$ cat config.mk
export PLATFORM = sky130hd
export DESIGN_NAME = spike_event_packer
export DESIGN_NICKNAME = d
export VERILOG_FILES = /design/src/rtl/spike_pkg.sv /design/src/rtl/spike_fifo.sv /design/src/rtl/spike_event_packer.sv
export SDC_FILE = /design/constraint.sdc
export NUM_CORES = 1
export LEC_CHECK = 0
export CAP_MARGIN = 30
export CORE_MARGIN = 2
export CORE_UTILIZATION = 55
export DETAILED_ROUTE_END_ITERATION = 16
export PLACE_DENSITY = 0.76
export SETUP_SLACK_MARGIN = 0.3
export SYNTH_ARGS = -nofsm -noshare
export SYNTH_HDL_FRONTEND = slang
export SYNTH_HIERARCHICAL = 1
export SYNTH_SLANG_ARGS = --single-unit
$ cat constraint.sdc
create_clock -name clk -period 2.9 [get_ports clk]
set_clock_uncertainty 0.15 [all_clocks]
set_input_delay 0.58 -clock clk [delete_from_list [all_inputs] [get_ports clk]]
set_output_delay 0.58 -clock clk [all_outputs]
set_load 0.05 [all_outputs]
$ cat src/rtl/spike_pkg.sv
// Shared defaults, event word layout and output FSM encoding for the spike event packer.
package spike_pkg;

  localparam int N_NEUR_D = 16;
  localparam int IDX_W_D  = 8;
  localparam int TS_W_D   = 16;
  localparam int FIFO_D_D = 8;

  // Event word as delivered to the serializer: timestamp in the upper field.
  typedef struct packed {
    logic [TS_W_D-1:0]  ts;
    logic [IDX_W_D-1:0] idx;
  } evt_t;

  typedef enum logic [1:0] {
    ST_IDLE = 2'd0,
    ST_WR   = 2'd1,
    ST_HOLD = 2'd2
  } out_state_e;

endpackage

$ cat src/rtl/spike_fifo.sv
// Count-based synchronous event FIFO; read data is the head entry, valid while not empty.
module spike_fifo #(
  parameter int W = 24,
  parameter int D = 8
) (
  input  logic         clk,
  input  logic         rst_n,
  input  logic         push,
  input  logic         pop,
  input  logic [W-1:0] din,
  output logic [W-1:0] dout,
  output logic         full,
  output logic         empty
);

  localparam int AW = (D > 1) ? $clog2(D) : 1;
  localparam int unsigned DEPTH = D;

  logic [W-1:0]  mem_reg [D];
  logic [AW-1:0] wr_ptr_reg;
  logic [AW-1:0] rd_ptr_reg;
  logic [AW:0]   count_reg;
  logic          do_push;
  logic          do_pop;

  assign full    = (count_reg == DEPTH[AW:0]);
  assign empty   = (count_reg == '0);
  assign do_push = push && !full;
  assign do_pop  = pop && !empty;
  assign dout    = mem_reg[rd_ptr_reg];

  // Storage write; contents need no reset because the count gates visibility.
  always_ff @(posedge clk) begin
    if (do_push) mem_reg[wr_ptr_reg] <= din;
  end

  // Pointers and occupancy; a simultaneous push and pop leaves the count unchanged.
  always_ff @(posedge clk or negedge rst_n) begin
    if (!rst_n) begin
      wr_ptr_reg <= '0;
      rd_ptr_reg <= '0;
      count_reg  <= '0;
    end else begin
      if (do_push) wr_ptr_reg <= wr_ptr_reg + 1'b1;
      if (do_pop)  rd_ptr_reg <= rd_ptr_reg + 1'b1;
      if (do_push && !do_pop)      count_reg <= count_reg + 1'b1;
      else if (!do_push && do_pop) count_reg <= count_reg - 1'b1;
    end
  end

endmodule

$ cat src/rtl/spike_event_packer.sv
// Captures a spike vector per timestep, serialises set bits into {timestamp, index}
// events through a FIFO, and hands them one at a time to a downstream serializer.
module spike_event_packer
  import spike_pkg::*;
#(
  parameter int N_NEUR = N_NEUR_D,
  parameter int IDX_W  = IDX_W_D,
  parameter int TS_W   = TS_W_D,
  parameter int FIFO_D = FIFO_D_D
) (
  input  logic                  clk,
  input  logic                  reset,
  input  logic                  tick,
  input  logic [N_NEUR-1:0]     spikes,
  input  logic                  ser_val,
  output logic                  wr,
  output logic [TS_W+IDX_W-1:0] data_out,
  output logic                  overrun,
  output logic                  fifo_full
);

  localparam int EVT_W = TS_W + IDX_W;

  logic              rst_meta_reg, rst_sync_reg, rst_n;
  logic [TS_W-1:0]   ts_cnt_reg, ts_cnt_next;
  logic [TS_W-1:0]   cur_ts_reg, cur_ts_next;
  logic [N_NEUR-1:0] pending_reg, pending_next;
  logic              overrun_reg, overrun_next;
  logic [N_NEUR-1:0] lowest_oh;
  logic [IDX_W-1:0]  enc_idx;
  logic              push, pop, fifo_empty;
  logic [EVT_W-1:0]  fifo_dout;
  out_state_e        state_reg, state_next;
  logic              wr_reg, wr_next;
  logic [EVT_W-1:0]  data_out_reg;

  // Reset asserts immediately, releases two clock edges after the pin goes high.
  always_ff @(posedge clk or negedge reset) begin
    if (!reset) begin
      rst_meta_reg <= 1'b0;
      rst_sync_reg <= 1'b0;
    end else begin
      rst_meta_reg <= 1'b1;
      rst_sync_reg <= rst_meta_reg;
    end
  end
  assign rst_n = rst_sync_reg;

  // Lowest set pending bit: as a one-hot mask for clearing and as a binary index.
  assign lowest_oh = pending_reg & (~pending_reg + 1'b1);
  always_comb begin
    enc_idx = '0;
    for (int i = N_NEUR - 1; i >= 0; i--) begin
      if (pending_reg[i]) enc_idx = IDX_W'(i);
    end
  end

  // A tick edge always wins over a push, so the bit that would have gone out is lost.
  assign push = (|pending_reg) && !fifo_full && !tick;

  // Capture, drain and overrun bookkeeping for the pending spike vector.
  always_comb begin
    ts_cnt_next  = ts_cnt_reg;
    cur_ts_next  = cur_ts_reg;
    pending_next = pending_reg;
    overrun_next = overrun_reg;
    if (tick) begin
      pending_next = spikes;
      cur_ts_next  = ts_cnt_reg;
      ts_cnt_next  = ts_cnt_reg + 1'b1;
      if (|pending_reg) overrun_next = 1'b1;
    end else if (push) begin
      pending_next = pending_reg & ~lowest_oh;
    end
  end

  // Capture-side state registers.
  always_ff @(posedge clk or negedge rst_n) begin
    if (!rst_n) begin
      ts_cnt_reg  <= '0;
      cur_ts_reg  <= '0;
      pending_reg <= '0;
      overrun_reg <= 1'b0;
    end else begin
      ts_cnt_reg  <= ts_cnt_next;
      cur_ts_reg  <= cur_ts_next;
      pending_reg <= pending_next;
      overrun_reg <= overrun_next;
    end
  end

  spike_fifo #(
    .W (EVT_W),
    .D (FIFO_D)
  ) u_fifo (
    .clk   (clk),
    .rst_n (rst_n),
    .push  (push),
    .pop   (pop),
    .din   ({cur_ts_reg, enc_idx}),
    .dout  (fifo_dout),
    .full  (fifo_full),
    .empty (fifo_empty)
  );

  // Output FSM state register.
  always_ff @(posedge clk or negedge rst_n) begin
    if (!rst_n) state_reg <= ST_IDLE;
    else        state_reg <= state_next;
  end

  // Output FSM transitions; HOLD gives the serializer time to raise ser_val.
  always_comb begin
    state_next = state_reg;
    case (state_reg)
      ST_IDLE: if (!fifo_empty && !ser_val) state_next = ST_WR;
      ST_WR:   state_next = ST_HOLD;
      ST_HOLD: state_next = ST_IDLE;
      default: state_next = ST_IDLE;
    endcase
  end

  // Output FSM decode: pop the head on the IDLE -> WR transition.
  always_comb begin
    pop     = (state_reg == ST_IDLE) && !fifo_empty && !ser_val;
    wr_next = pop;
  end

  // Registered strobe and event word; data_out keeps the last word sent.
  always_ff @(posedge clk or negedge rst_n) begin
    if (!rst_n) begin
      wr_reg       <= 1'b0;
      data_out_reg <= '0;
    end else begin
      wr_reg <= wr_next;
      if (pop) data_out_reg <= fifo_dout;
    end
  end

  assign wr       = wr_reg;
  assign data_out = data_out_reg;
  assign overrun  = overrun_reg;

endmodule

---- Word level (Yosys, flattened, before mapping) ----
Memory sizes are Yosys's and may differ from the RTL's. A register that Yosys moved wholly into a read port is not among the register bits.
Index checks and enable logic that the tools add are counted.
word-level totals
  flip-flop bits (word level) ............. 64
  RAM bits ................................ 192
  input port bits ......................... 20
  output and inout bits ................... 27
  word-level logic and storage cells ...... 71
  memories kept ........................... 1
cells by class
  add/sub/neg operators ................... 6
  equality and inequality tests ........... 3
  muxes and demuxes ....................... 24
  bitwise operators ....................... 4
  reductions and logical operators ........ 22
memories
  name            depth  width  read ports  clocked after Yosys merged registers in  wr ports  line              RTL
  u_fifo.mem_reg  8      24     1           1                                        1         spike_fifo.sv:19  logic [W-1:0] mem_reg [D];
operators with widths
  cell                                                 count
  2-to-1 mux 8 bit                                     12
  adder 16 x 1 -> 16 bit, second input constant        2
  AND 16 bit                                           2
  2-to-1 mux 16 bit                                    2
  NOT 16 bit                                           2
  2-to-1 mux 4 bit                                     6
  OR reduction 16 bit                                  1
  logical AND 1 bit                                    9
  logical NOT 1 bit                                    7
  adder 3 x 1 -> 3 bit, second input constant          2
  adder 4 x 1 -> 4 bit, second input constant          1
  equality test 4 bit, second input constant           1
  logical NOT 4 bit                                    1
  one-hot mux 2 bit (2 select lines)                   1
  nonzero test 2 bit                                   2
  subtractor 4 x 1 -> 4 bit, second input constant     1
  equality test 2 x 1 -> 1 bit, second input constant  1
  logical NOT 2 bit                                    1
  2-to-1 mux 1 bit                                     2
  2-to-1 mux 2 bit                                     1
  != test 2 bit, second input constant                 1
  AND reduction 2 bit                                  1

---- Depth between registers and ports, before layout ----
  word-level depth ........................ 16
  depth in mapped cells ................... 12
  depth with buffers taken out ............ 12

---- By module ----
Netlist, hierarchy kept.
modules (own cells, without submodules)
  module              times used  cells an instance  area each (µm²)  sequential area each (µm²)
  spike_fifo          1           342                7893.8           6015.8
  spike_event_packer  1           259                3333.2           1951.9

---- Worst setup path after synthesis ----
No wires, ideal clock.
  kind .................................... reg2reg
  start point ............................. register u_fifo.count_reg[0]
  end point ............................... memory u_fifo.mem_reg[1][0], enable pin
  arrival time ............................ 3228 ps
  required time ........................... 2315 ps
  path slack .............................. -914 ps
  stages on the path, launching flop included .. 7
  buffers on the path ..................... 0
  path through ............................ dfrtp_1 or4b_1 inv_1 a41o_1 nor2_1 nand3_1 nor3_1
between the ends
  longest elaborated chain between the ends .. 7
ends and longest elaborated chain
  what                                    line                      RTL
  from (decl)                             spike_fifo.sv:22          logic [AW:0] count_reg;
  from (signal assigned)                  spike_fifo.sv:46          if (do_push && !do_pop) count_reg <= count_reg + 1'b1;
  from (signal assigned)                  spike_fifo.sv:47          else if (!do_push && do_pop) count_reg <= count_reg - 1'b1;
  equality test 4 bit                     spike_fifo.sv:26          assign full = (count_reg == DEPTH[AW:0]);
  via fifo_full                           spike_event_packer.sv:19  output logic fifo_full
  logical NOT 1 bit                       spike_event_packer.sv:59  assign push = (|pending_reg) && !fifo_full && !tick;
  logical AND 1 bit (2 in series)         spike_event_packer.sv:59
  via push                                spike_event_packer.sv:31  logic push, pop, fifo_empty;
  logical AND 1 bit                       spike_fifo.sv:28          assign do_push = push && !full;
  2-to-1 mux 1 bit                        spike_fifo.sv:34          if (do_push) mem_reg[wr_ptr_reg] <= din;
  2-to-1 mux 1 bit (implied by the code)  spike_fifo.sv:34
  to (decl)                               spike_fifo.sv:19
The timed path passes the listed nets, and every way through them passes these cells.

---- Worst setup path in the final report ----
  start point ............................. register u_fifo.count_reg[1]
  end point ............................... register u_fifo.count_reg[3]
between the ends
  longest elaborated chain between the ends .. 8
  elaborated cells on any way between the ends .. 19
  those cells by class .................... add/sub (2); eq/ne (1); mux (2); reduce/logical (14)
ends and longest elaborated chain
  what                                 line                      RTL
  equality test 4 bit (*)              spike_fifo.sv:26
  logical NOT 1 bit (*)                spike_event_packer.sv:59
  logical AND 1 bit (*) (2 in series)  spike_event_packer.sv:59
  via push                             spike_event_packer.sv:31
  logical AND 1 bit (*)                spike_fifo.sv:28
  via u_fifo.do_push                   spike_fifo.sv:23          logic do_push;
  logical NOT 1 bit                    spike_fifo.sv:47
  logical AND 1 bit                    spike_fifo.sv:47
  nonzero test 2 bit (no source line)  -
The timed path passes the listed nets; every way through them passes the cells marked *. The select of a mux whose other input is x is not followed.
A chain may end at the register's enable or synchronous reset.

==> flow_summary.ini <==
[global_routing]
grt_pass1_wl_um = 33200
grt_max_degree = 59
grt-ovfl-total = 0
antenna_found_initial = 0
grt_use_total = 0.200
grt_pass1_vias = 6149

[cells_and_area]
num_antenna_cells = 0
area_growth_pct = 19.9
nets = 756
largest_register_ffs = 192
utilization = 0.670
drive_gt1_frac = 0.314
fillers = 1285
final_cells = 1021

[synthesis]
synthesis.instances = 601
ys_ff_latch = 280
synth_edf_count = 192
yosys_warnings = 6
synth_area_leaders = edfxtp_1, dfrtp_1, mux4_2, mux2_2, mux2_4
avgSynthCellArea_sq_um = 18.7
synth_common_cells = edfxtp_1, dfrtp_1, mux2_2
synth.most_common_cell = edfxtp_1
syn_area_sq_mm = 0.0112
synth_area_leader_cell = edfxtp_1
yosysUniqueCellTypes = 57
yosysSeqAreaShare = 0.710
ys_async_sr_fraction = 0.314
synth_flop_cell = edfxtp_1
synth_top_area_share = 0.514

[die]
die_x_um = 147
core_sq_mm = 0.0201
start_util = 0.558
die_y_um = 147
ios = 47
num_rows = 52
dieArea_sq_mm = 0.0216

[status]
status = completed

[routing]
wl_per_cell_um = 20.0
postRouteAntennaNets = 0
routed-wl-met3_um = 1190
initialDrtViolationCount = 430
totalWireLength_um = 20400
wl_met2_um = 10500
top_layer_used = met4
vias = 5683
wl_met1_um = 8260
drcViolationCount = 0
via_per_inst = 5.57
firstDrtPassIters = 7

[setup_path]
setup.worst_path.end_class = flop
cp.required_ns = 3.16
arrival_ns = 3.01
path_class = flop to flop
cp-start-kind = flop
path_max_fanout = 5

[min_path]
hold_path.class = input pin to asynchronous set/reset pin

[pwr]
power_leakage_nw = 4.93
finalPower_w = 0.0138
peakVddDrop_mv = 0.877
p_per_area_mw_per_mm2 = 1020

[sta]
final_max_slew_viol_count = 0
rsz0062_at_grt = yes
period_share = 0.948
max_clock_freq_mhz = 364
period_needed_ns = 2.75
setup_viol = 0
fin_ws_ns = 0.151
slew_headroom = 0.486
tightest_slew_ns = 0.769
hold_viol_final = 0
setup_tns_ns = 0

[cts]
cts_made_buffers = 28
clkTransAtPathRegs_ns = 0.06
cts_tree = yes
cts.sinks = 280
h-tree-depth = 1
ctsHoldBuffers = 0
clk_path_buf_depth = 3
clk_latency_ns = 0.53
cts_root_buf = clkbuf_16

[placement]
port_buffers = 46
place_ws_ns = 0.00411
dp_hpwl_um = 11700
gp_congestion = 0.749
dp_cells = 954

[run]
cap_violations = 0
[stage by stage]
| stage | area [sq um] | hold WS, ns |
|---|---|---|
| final | 13500 | 0.0589 |
| after global routing | 13500 | 0.0480 |
| after CTS | 13400 | 0.0458 |
| after detailed placement | 12400 | 0.135 |
| after global placement | 12400 | 0.128 |
| after floorplan | 11500 | 0.134 |
[cells by family after synthesis]
| kind of cell | count (synthesis) | synth area share |
|---|---|---|
| AO/OA/AOI/OAI | 49 | 0.0302 |
| multiplexers | 117 | 0.169 |
| AND/OR/NAND/NOR | 91 | 0.0478 |
| flip-flops | 280 | 0.710 |
| XOR/XNOR | 21 | 0.0164 |
| adder cells (fa/ha/maj) | 7 | 0.00847 |
| buffers and inverters | 34 | 0.0181 |
| other | 2 | 0.000669 |
[placed cells by master, fill, tap and decap left out, drive strengths merged, types with 7 or more instances in the layout]
cell             n
nor2            16
inv              9
dfrtp           88
xor2             9
mux4            48
o21ai           24
conb            33
clkbuf          43
buf             47
nand2           31
nor4             7
xnor2           12
nor3             7
edfxtp         192
clkdlybuf4s50   44
mux2            68
[metal layers]
metal,vias to the layer above,global-route usage
met4,0,0.0500
met1,2918,0.267
met2,153,0.349
met5,-,0
li1,2576,-
met3,36,0.0342
[layout make-up]
class | count | area, sq um | area share
Multi-Input combinational cell | 318 | 3280 | 0.244
Timing Repair Buffer | 91 | 923 | 0.0686
Clock inverter | 9 | 96.3 | 0.00716
Sequential cell | 280 | 7980 | 0.592
Clock buffer | 43 | 808 | 0.0600
Inverter | 10 | 43.8 | 0.00325
Tap cell | 270 | 338 | 0.0251
[power breakdown]
group | total [W] | internal (W) | switching (W)
Sequential | 0.00571 | 0.00521 | 0.000508
Combinational | 0.00457 | 0.00223 | 0.00234
Clock | 0.00351 | 0.00209 | 0.00142
Total | 0.0138 | 0.00952 | 0.00427
[critical path, stage by stage, from the launching register on]
cell and delay, ns:
dfrtp_1 0.37, or4b_4 0.57, clkinvlp_4 0.09, a41o_1 0.15, nor2_4 0.05, nand2_2 0.07, inv_2 0.05, ha_4 0.16
inv_4 0.06, ha_4 0.20, or4_1 0.46, o211ai_1 0.13, o211ai_1 0.11
[final timing paths]
kind	from	endpoint	slack, ns	cells after the start
max in group asynchronous	rst_n$_DFF_PN0_	data_out[19]$_DFFE_PN0P_	1.80	1
min in group clk	rst_meta_reg$_DFF_PN0_	rst_n$_DFF_PN0_	0.21	0
setup / recovery	u_fifo/count_reg[1]$_DFFE_PN0P_	u_fifo/count_reg[3]$_DFFE_PN0P_	0.15	12
hold reg to reg	rst_n$_DFF_PN0_	data_out[21]$_DFFE_PN0P_	0.12	0
setup reg to reg	u_fifo/count_reg[1]$_DFFE_PN0P_	u_fifo/count_reg[3]$_DFFE_PN0P_	0.15	12
hold / removal	reset	rst_n$_DFF_PN0_	0.06	1
[repair_timing]
action,4_1_cts,5_1_grt
endpoints found under the setup margin,3,28
pin swaps,5,5
buffers inserted,13,2
gates resized for setup,3,0
gates cloned,0,0
(Power assumes the default switching activity.)
